===== config.mk =====
export PLATFORM = sky130hd
export DESIGN_NAME = alu_execute
export DESIGN_NICKNAME = d
export VERILOG_FILES = /design/src/rtl/alu_execute.sv
export SDC_FILE = /design/constraint.sdc
export NUM_CORES = 1
export LEC_CHECK = 0
export BUFFER_PORTS_ARGS = -buffer_cell sky130_fd_sc_hd__buf_2
export CORE_MARGIN = 3
export CORE_UTILIZATION = 60
export DETAILED_ROUTE_END_ITERATION = 8
export GPL_TIMING_DRIVEN = 0
export HOLD_SLACK_MARGIN = 0.15
export MAX_ROUTING_LAYER = met4
export PLACE_DENSITY_LB_ADDON = 0.3
export SYNTH_ARGS = -nofsm -noshare
export SYNTH_HDL_FRONTEND = slang
export SYNTH_SLANG_ARGS = --single-unit

===== constraint.sdc =====
create_clock -name CLK -period 3.3 [get_ports CLK]
set_input_delay 0 -clock CLK [delete_from_list [all_inputs] [get_ports CLK]]
set_output_delay 0 -clock CLK [all_outputs]
set_load 0.02 [all_outputs]

===== src/rtl/alu_execute.sv =====
// alu_execute
//   Execute stage for RISC-V style integer ALU operations. Accepts one
//   operand bundle at a time with a valid/ready handshake and presents a
//   registered RESULT with OUT_VALID/OUT_READY backpressure.
//
//   ADD/SUB, SLT, SLTU, XOR, OR and AND finish one edge after accept.
//   Shifts (SLL, SRL, SRA) normally shift one bit per cycle in the SHIFT
//   state. A shift amount of 0 finishes in one edge like the other ops.
//
//   Optional feature macro: ALU_EXECUTE_FAST_SHIFT_EN
//     When defined, shifts use a single-cycle barrel shifter and the
//     SHIFT state is never entered.
//
// Ports
//   CLK        in   sole clock, rising edge
//   RST        in   synchronous active-high reset
//   IN_VALID   in   operand bundle valid
//   IN_READY   out  bundle can be accepted this cycle
//   DATA0/1    in   32-bit operands
//   ALU_EN     in   bundle carries an ALU operation (0: consume silently)
//   OPCODE     in   7-bit major opcode
//   FUNCT3     in   3-bit operation select
//   FUNCT7_5   in   instruction bit 30 (SUB / SRA select)
//   RESULT     out  registered result, holds its last value
//   OUT_VALID  out  RESULT valid
//   OUT_READY  in   downstream accepts RESULT
module alu_execute (
  input  logic        CLK,
  input  logic        RST,
  input  logic        IN_VALID,
  output logic        IN_READY,
  input  logic [31:0] DATA0,
  input  logic [31:0] DATA1,
  input  logic        ALU_EN,
  input  logic [6:0]  OPCODE,
  input  logic [2:0]  FUNCT3,
  input  logic        FUNCT7_5,
  output logic [31:0] RESULT,
  output logic        OUT_VALID,
  input  logic        OUT_READY
);

  typedef enum logic [1:0] {
    ST_IDLE  = 2'd0,
    ST_SHIFT = 2'd1,
    ST_DONE  = 2'd2
  } state_e;

  state_e      state_q, state_d;
  logic [31:0] result_q, result_d;

  logic        is_reg, is_imm;
  logic [4:0]  shift_amt;
  logic [31:0] alu_value;
  logic        accept;

`ifndef ALU_EXECUTE_FAST_SHIFT_EN
  logic [4:0]  shift_cnt_q, shift_cnt_d;
  logic        shift_left_q, shift_left_d;
  logic        shift_arith_q, shift_arith_d;
  logic        is_shift, shift_left, shift_arith;
`endif

  assign IN_READY  = ~RST & ((state_q == ST_IDLE) | ((state_q == ST_DONE) & OUT_READY));
  assign accept    = IN_VALID & IN_READY;
  assign OUT_VALID = (state_q == ST_DONE);
  assign RESULT    = result_q;

  // Operation decode. Opcodes other than OP and OP-IMM fall back to ADD.
  // For iterative shifts alu_value is DATA0, which is also the correct
  // answer for a zero shift amount.
  always_comb begin
    is_reg    = (OPCODE == 7'b0110011);
    is_imm    = (OPCODE == 7'b0010011);
    shift_amt = DATA1[4:0];
    alu_value = DATA0 + DATA1;
`ifndef ALU_EXECUTE_FAST_SHIFT_EN
    is_shift    = 1'b0;
    shift_left  = 1'b0;
    shift_arith = 1'b0;
`endif
    if (is_reg || is_imm) begin
      case (FUNCT3)
        3'b000: alu_value = (is_reg && FUNCT7_5) ? (DATA0 - DATA1) : (DATA0 + DATA1);
        3'b001: begin
`ifdef ALU_EXECUTE_FAST_SHIFT_EN
          alu_value = DATA0 << shift_amt;
`else
          alu_value  = DATA0;
          is_shift   = 1'b1;
          shift_left = 1'b1;
`endif
        end
        3'b010: alu_value = {31'b0, ($signed(DATA0) < $signed(DATA1))};
        3'b011: alu_value = {31'b0, (DATA0 < DATA1)};
        3'b100: alu_value = DATA0 ^ DATA1;
        3'b101: begin
`ifdef ALU_EXECUTE_FAST_SHIFT_EN
          alu_value = FUNCT7_5 ? ($signed(DATA0) >>> shift_amt) : (DATA0 >> shift_amt);
`else
          alu_value   = DATA0;
          is_shift    = 1'b1;
          shift_arith = FUNCT7_5;
`endif
        end
        3'b110: alu_value = DATA0 | DATA1;
        default: alu_value = DATA0 & DATA1;
      endcase
    end
  end

  // Next-state logic. Leaving DONE retires the output; a bundle accepted on
  // the same edge starts immediately so there is no bubble. An ALU_EN=0
  // bundle is consumed and leaves the block idle.
  always_comb begin
    state_d  = state_q;
    result_d = result_q;
`ifndef ALU_EXECUTE_FAST_SHIFT_EN
    shift_cnt_d   = shift_cnt_q;
    shift_left_d  = shift_left_q;
    shift_arith_d = shift_arith_q;
`endif
    case (state_q)
      ST_SHIFT: begin
`ifdef ALU_EXECUTE_FAST_SHIFT_EN
        state_d = ST_IDLE;
`else
        result_d    = shift_left_q ? {result_q[30:0], 1'b0}
                                   : {(shift_arith_q & result_q[31]), result_q[31:1]};
        shift_cnt_d = shift_cnt_q - 5'd1;
        if (shift_cnt_q == 5'd1) state_d = ST_DONE;
`endif
      end
      ST_DONE: begin
        if (OUT_READY) state_d = ST_IDLE;
      end
      default: state_d = ST_IDLE;
    endcase

    if (accept) begin
      state_d = ST_IDLE;
      if (ALU_EN) begin
        result_d = alu_value;
        state_d  = ST_DONE;
`ifndef ALU_EXECUTE_FAST_SHIFT_EN
        if (is_shift && (shift_amt != 5'd0)) begin
          shift_cnt_d   = shift_amt;
          shift_left_d  = shift_left;
          shift_arith_d = shift_arith;
          state_d       = ST_SHIFT;
        end
`endif
      end
    end
  end

  // State registers with synchronous reset; reset aborts any operation.
  always_ff @(posedge CLK) begin
    if (RST) begin
      state_q  <= ST_IDLE;
      result_q <= 32'h0;
`ifndef ALU_EXECUTE_FAST_SHIFT_EN
      shift_cnt_q   <= 5'd0;
      shift_left_q  <= 1'b0;
      shift_arith_q <= 1'b0;
`endif
    end else begin
      state_q  <= state_d;
      result_q <= result_d;
`ifndef ALU_EXECUTE_FAST_SHIFT_EN
      shift_cnt_q   <= shift_cnt_d;
      shift_left_q  <= shift_left_d;
      shift_arith_q <= shift_arith_d;
`endif
    end
  end

endmodule


==> impl_metrics.py <==
metrics = {
    "run_status": {
        "status": "finished clean",
    },
    "global_route": {
        "grt_max_degree": 15,
        "grt_pass1_wl_mm": 47.1,
        "grt_busiest_layer": "met2",
        "use_met1_pct": 56.1,
        "grt_pass1_vias": 8654,
        "grt_use_met3_pct": 10.9,
        "antenna_found_initial": 0,
        "grt_usage_pct": 43.1,
        "grt_overflow": 0,
        "met2_usage_pct": 64.4,
    },
    "place": {
        "place_hpwl_mm": 23.2,
        "gp_congestion": 1.01,
        "io_buffers": 111,
        "place_area_sq_mm": 0.00827,
        "dp.cells": 1356,
    },
    "routing": {
        "drcViolationCount": 0,
        "routedWlPerCell_um": 22.3,
        "wirelength_mm": 30.6,
        "vias": 9355,
        "drtIter0Drc": 1541,
        "dr.pass1.iters": 6,
        "routed_via_density": 6.83,
        "ant_nets": 0,
    },
    "floorplanning": {
        "die-area_sq_mm": 0.0139,
        "die_w_um": 118,
        "core-area_sq_mm": 0.0121,
        "rows": 40,
        "start_util_pct": 62.0,
        "io_pins": 114,
        "die_h_um": 118,
    },
    "cells_and_area": {
        "layout.cells.non_filler": 1370,
        "diodes": 0,
        "fin_nets": 1381,
        "fillerInstances": 1061,
        "drive_gt1_share_pct": 12.9,
        "final_area_sq_mm": 0.00857,
        "area.growth.synth_to_final_pct": 14.1,
    },
    "yosys": {
        "synthSimpleGateAreaFrac_pct": 16.2,
        "muxShareOfSynthArea_pct": 4.40,
        "synth_edf_count": 0,
        "synth_ff_type": "dfxtp_1",
        "synth_top_family_by_area": "compound AO/OA/AOI/OAI gates",
        "synth-xor-area-share_pct": 6.88,
        "synth_fa_ha_area_share_pct": 16.9,
        "async_flop_share_pct": 0,
        "ys_seq_area_share_pct": 10.9,
        "ys_ff_latch": 41,
        "syn_nets": 1257,
        "synth_area_per_cell_sq_um": 6.97,
        "netlist_area_sq_mm": 0.00751,
        "synth_cell_types": 74,
        "syn_inst": 1077,
        "yosys_warnings": 0,
        "synth-compound-area-share_pct": 35.6,
    },
    "worst_setup_path": {
        "crit_type": "in -> reg",
        "arrival_ns": 3.26,
        "endpoint_kind": "register",
        "required_ns": 3.45,
        "path_cells": "clkbuf_1 -> inv_1 -> nor2_1 -> clkbuf_1 -> clkbuf_1 -> a21oi_1 -> a22oi_1 -> o22ai_1 -> a211oi_1 -> nor3_1",
        "slowest_stage": "clkbuf_1",
        "timing.critical_path.buf_inv": 4,
        "path_common_cell": "clkbuf_1",
        "crit_family": "buffers and inverters",
        "critPathMaxFanout": 10,
        "critPathMaxStageDelay_ns": 0.73,
        "start_kind": "primary input",
    },
    "timing": {
        "finalHoldViolations": 0,
        "fin_setup_tns_ns": 0,
        "fin_crit_sh_pct": 94.4,
        "holdWs_ns": 0.205,
        "fmax_mhz": 321,
        "rsz0062_at_grt": "false",
        "drv_slew": 0,
        "tightest_slew_ns": 1.11,
        "skew_ns": 0.00644,
        "final.min_clock_period_ns": 3.11,
        "setup_viol": 0,
        "slew-limit-headroom_pct": 25.2,
    },
    "cts": {
        "clockBufferDepth": 2,
        "clockRootBuffer": "clkbuf_16",
        "cts_tree": "built",
        "clk_pin_slew_ns": 0.06,
        "htree_levels": 2,
        "numCtsBuffers": 5,
        "clock_latency_ns": 0.29,
        "clock_sinks": 41,
    },
    "power": {
        "p_clk_share_pct": 26.3,
        "peakVddDrop_v": 0.000192,
        "p_switching_mw": 1.02,
        "share_comb_of_total_power_pct": 51.2,
        "p_leak_nw": 3.67,
        "power_mw": 2.43,
        "switching_share_pct": 42.0,
        "internal-power_mw": 1.41,
        "powerDensity_mw_per_mm2": 284,
        "pwr-share-seq_pct": 22.5,
    },
    "run": {
        "cap_violations": 0,
    },
    "min_path": {
        "hold_class": "in -> reg",
    },
}
cells in the final DEF, fill, tap and decap left out, drive strengths merged, types with 9 or more instances in the layout:
cell type  Yosys  final
a21oi        159    159
buf           19    132
nor2         113    113
ha            98     98
inv           97     98
clkbuf        60     63
o21ai         62     62
xnor2         51     51
dfxtp         41     41
nor3          38     38
nand2         34     34
mux2i         33     33
a211oi        31     31
nand3         20     20
a22oi         18     18
a221oi        15     15
o31ai         12     12
o21a          12     12
o211ai        11     11
nand2b        10     10
a21o          10     10
nor4          10     10
o221ai         9      9
cell type report:
class                   instances  area, sq um  share of cell area, %
inverters                      98          368                   4.29
flip-flops and latches         41          821                   9.58
multi-input cells             859         6030                   70.4
plain buffers                  77          314                   3.67
clock inverters                 3         68.8                  0.803
clock buffers                   5          125                   1.46
repair buffers                119          631                   7.36
well taps                     168          210                   2.45
power by group through the flow:
stage                     Clock, mW  Sequential (mW)  Combinational, mW
after floorplan                   0            0.580              0.789
after global placement            0            0.557               1.16
after detailed placement          0            0.557               1.17
after CTS                     0.639            0.546               1.18
after global routing          0.660            0.551               1.33
final                         0.640            0.549               1.24
metrics by stage:
stage	setup slack [ns]	utilization, %
2_1_floorplan	0.581	-
3_3_place_gp	-0.451	68.3
3_5_place_dp	-0.457	68.3
4_1_cts	0.0334	70.5
5_1_grt	0.0519	70.7
6_report	0.185	70.7
final timing paths:
kind                                     from       endpoint  slack, ns  depth (start not counted)
worst min register to register  shift_arith_q  shift_arith_q       0.52                          2
worst max register to register     state_q[1]     RESULT[18]       0.53                          8
worst min-delay path                DATA0[27]     RESULT[27]       0.21                          4
worst max-delay path                FUNCT3[1]     RESULT[11]       0.19                         10
layer usage:
metal  vias to the layer above  wire (um)  part of all wire, %
met3                       135       4740                   15
met2                       795      13100                   43
met5                         -          0                    0
met1                      4277      11500                   38
li1                       4148          -                    -
met4                         0       1260                  4.1
synthesized netlist by cell type, drive strengths merged, types with 20 or more instances:
library cell | n | share of area [%]
nor2 | 113 | 5.7
ha | 98 | 16
clkbuf | 60 | 3.0
nand2 | 34 | 1.7
a211oi | 31 | 3.1
o21ai | 62 | 4.1
a21oi | 159 | 11
xnor2 | 51 | 6.0
inv | 97 | 4.9
nand3 | 20 | 1.3
nor3 | 38 | 2.6
dfxtp | 41 | 11
mux2i | 33 | 4.4
sequential cells by signal (all words and copies together), names as in the netlist:
register / count
shift_arith_q: 1
shift_left_q: 1
state_q: 2
shift_cnt_q: 5
RESULT: 32
worst reg2reg max path, stage by stage, from the launching register on:
cell,delay (ns)
dfxtp_1,0.32
nor2b_1,0.15
nor3_1,0.24
and3_1,0.20
clkbuf_1,0.33
clkbuf_1,0.64
o21ai_0,0.24
a221oi_2,0.40
nor3_1,0.09
logic make-up after synthesis:
group,Yosys count
compound gates,408
xor+xnor,59
fa+ha+maj,100
buf+inv,177
flops,41
mux,33
simple gates,259
timing repair:
action                                  4_1_cts  5_1_grt
hold endpoints to repair                      6        0
hold buffers                                  6        0
pin swaps                                     0        2
buffers inserted                              0        2
gates resized for setup                       2        5
endpoints found under the setup margin        2        9
(Power assumes the default switching activity.)
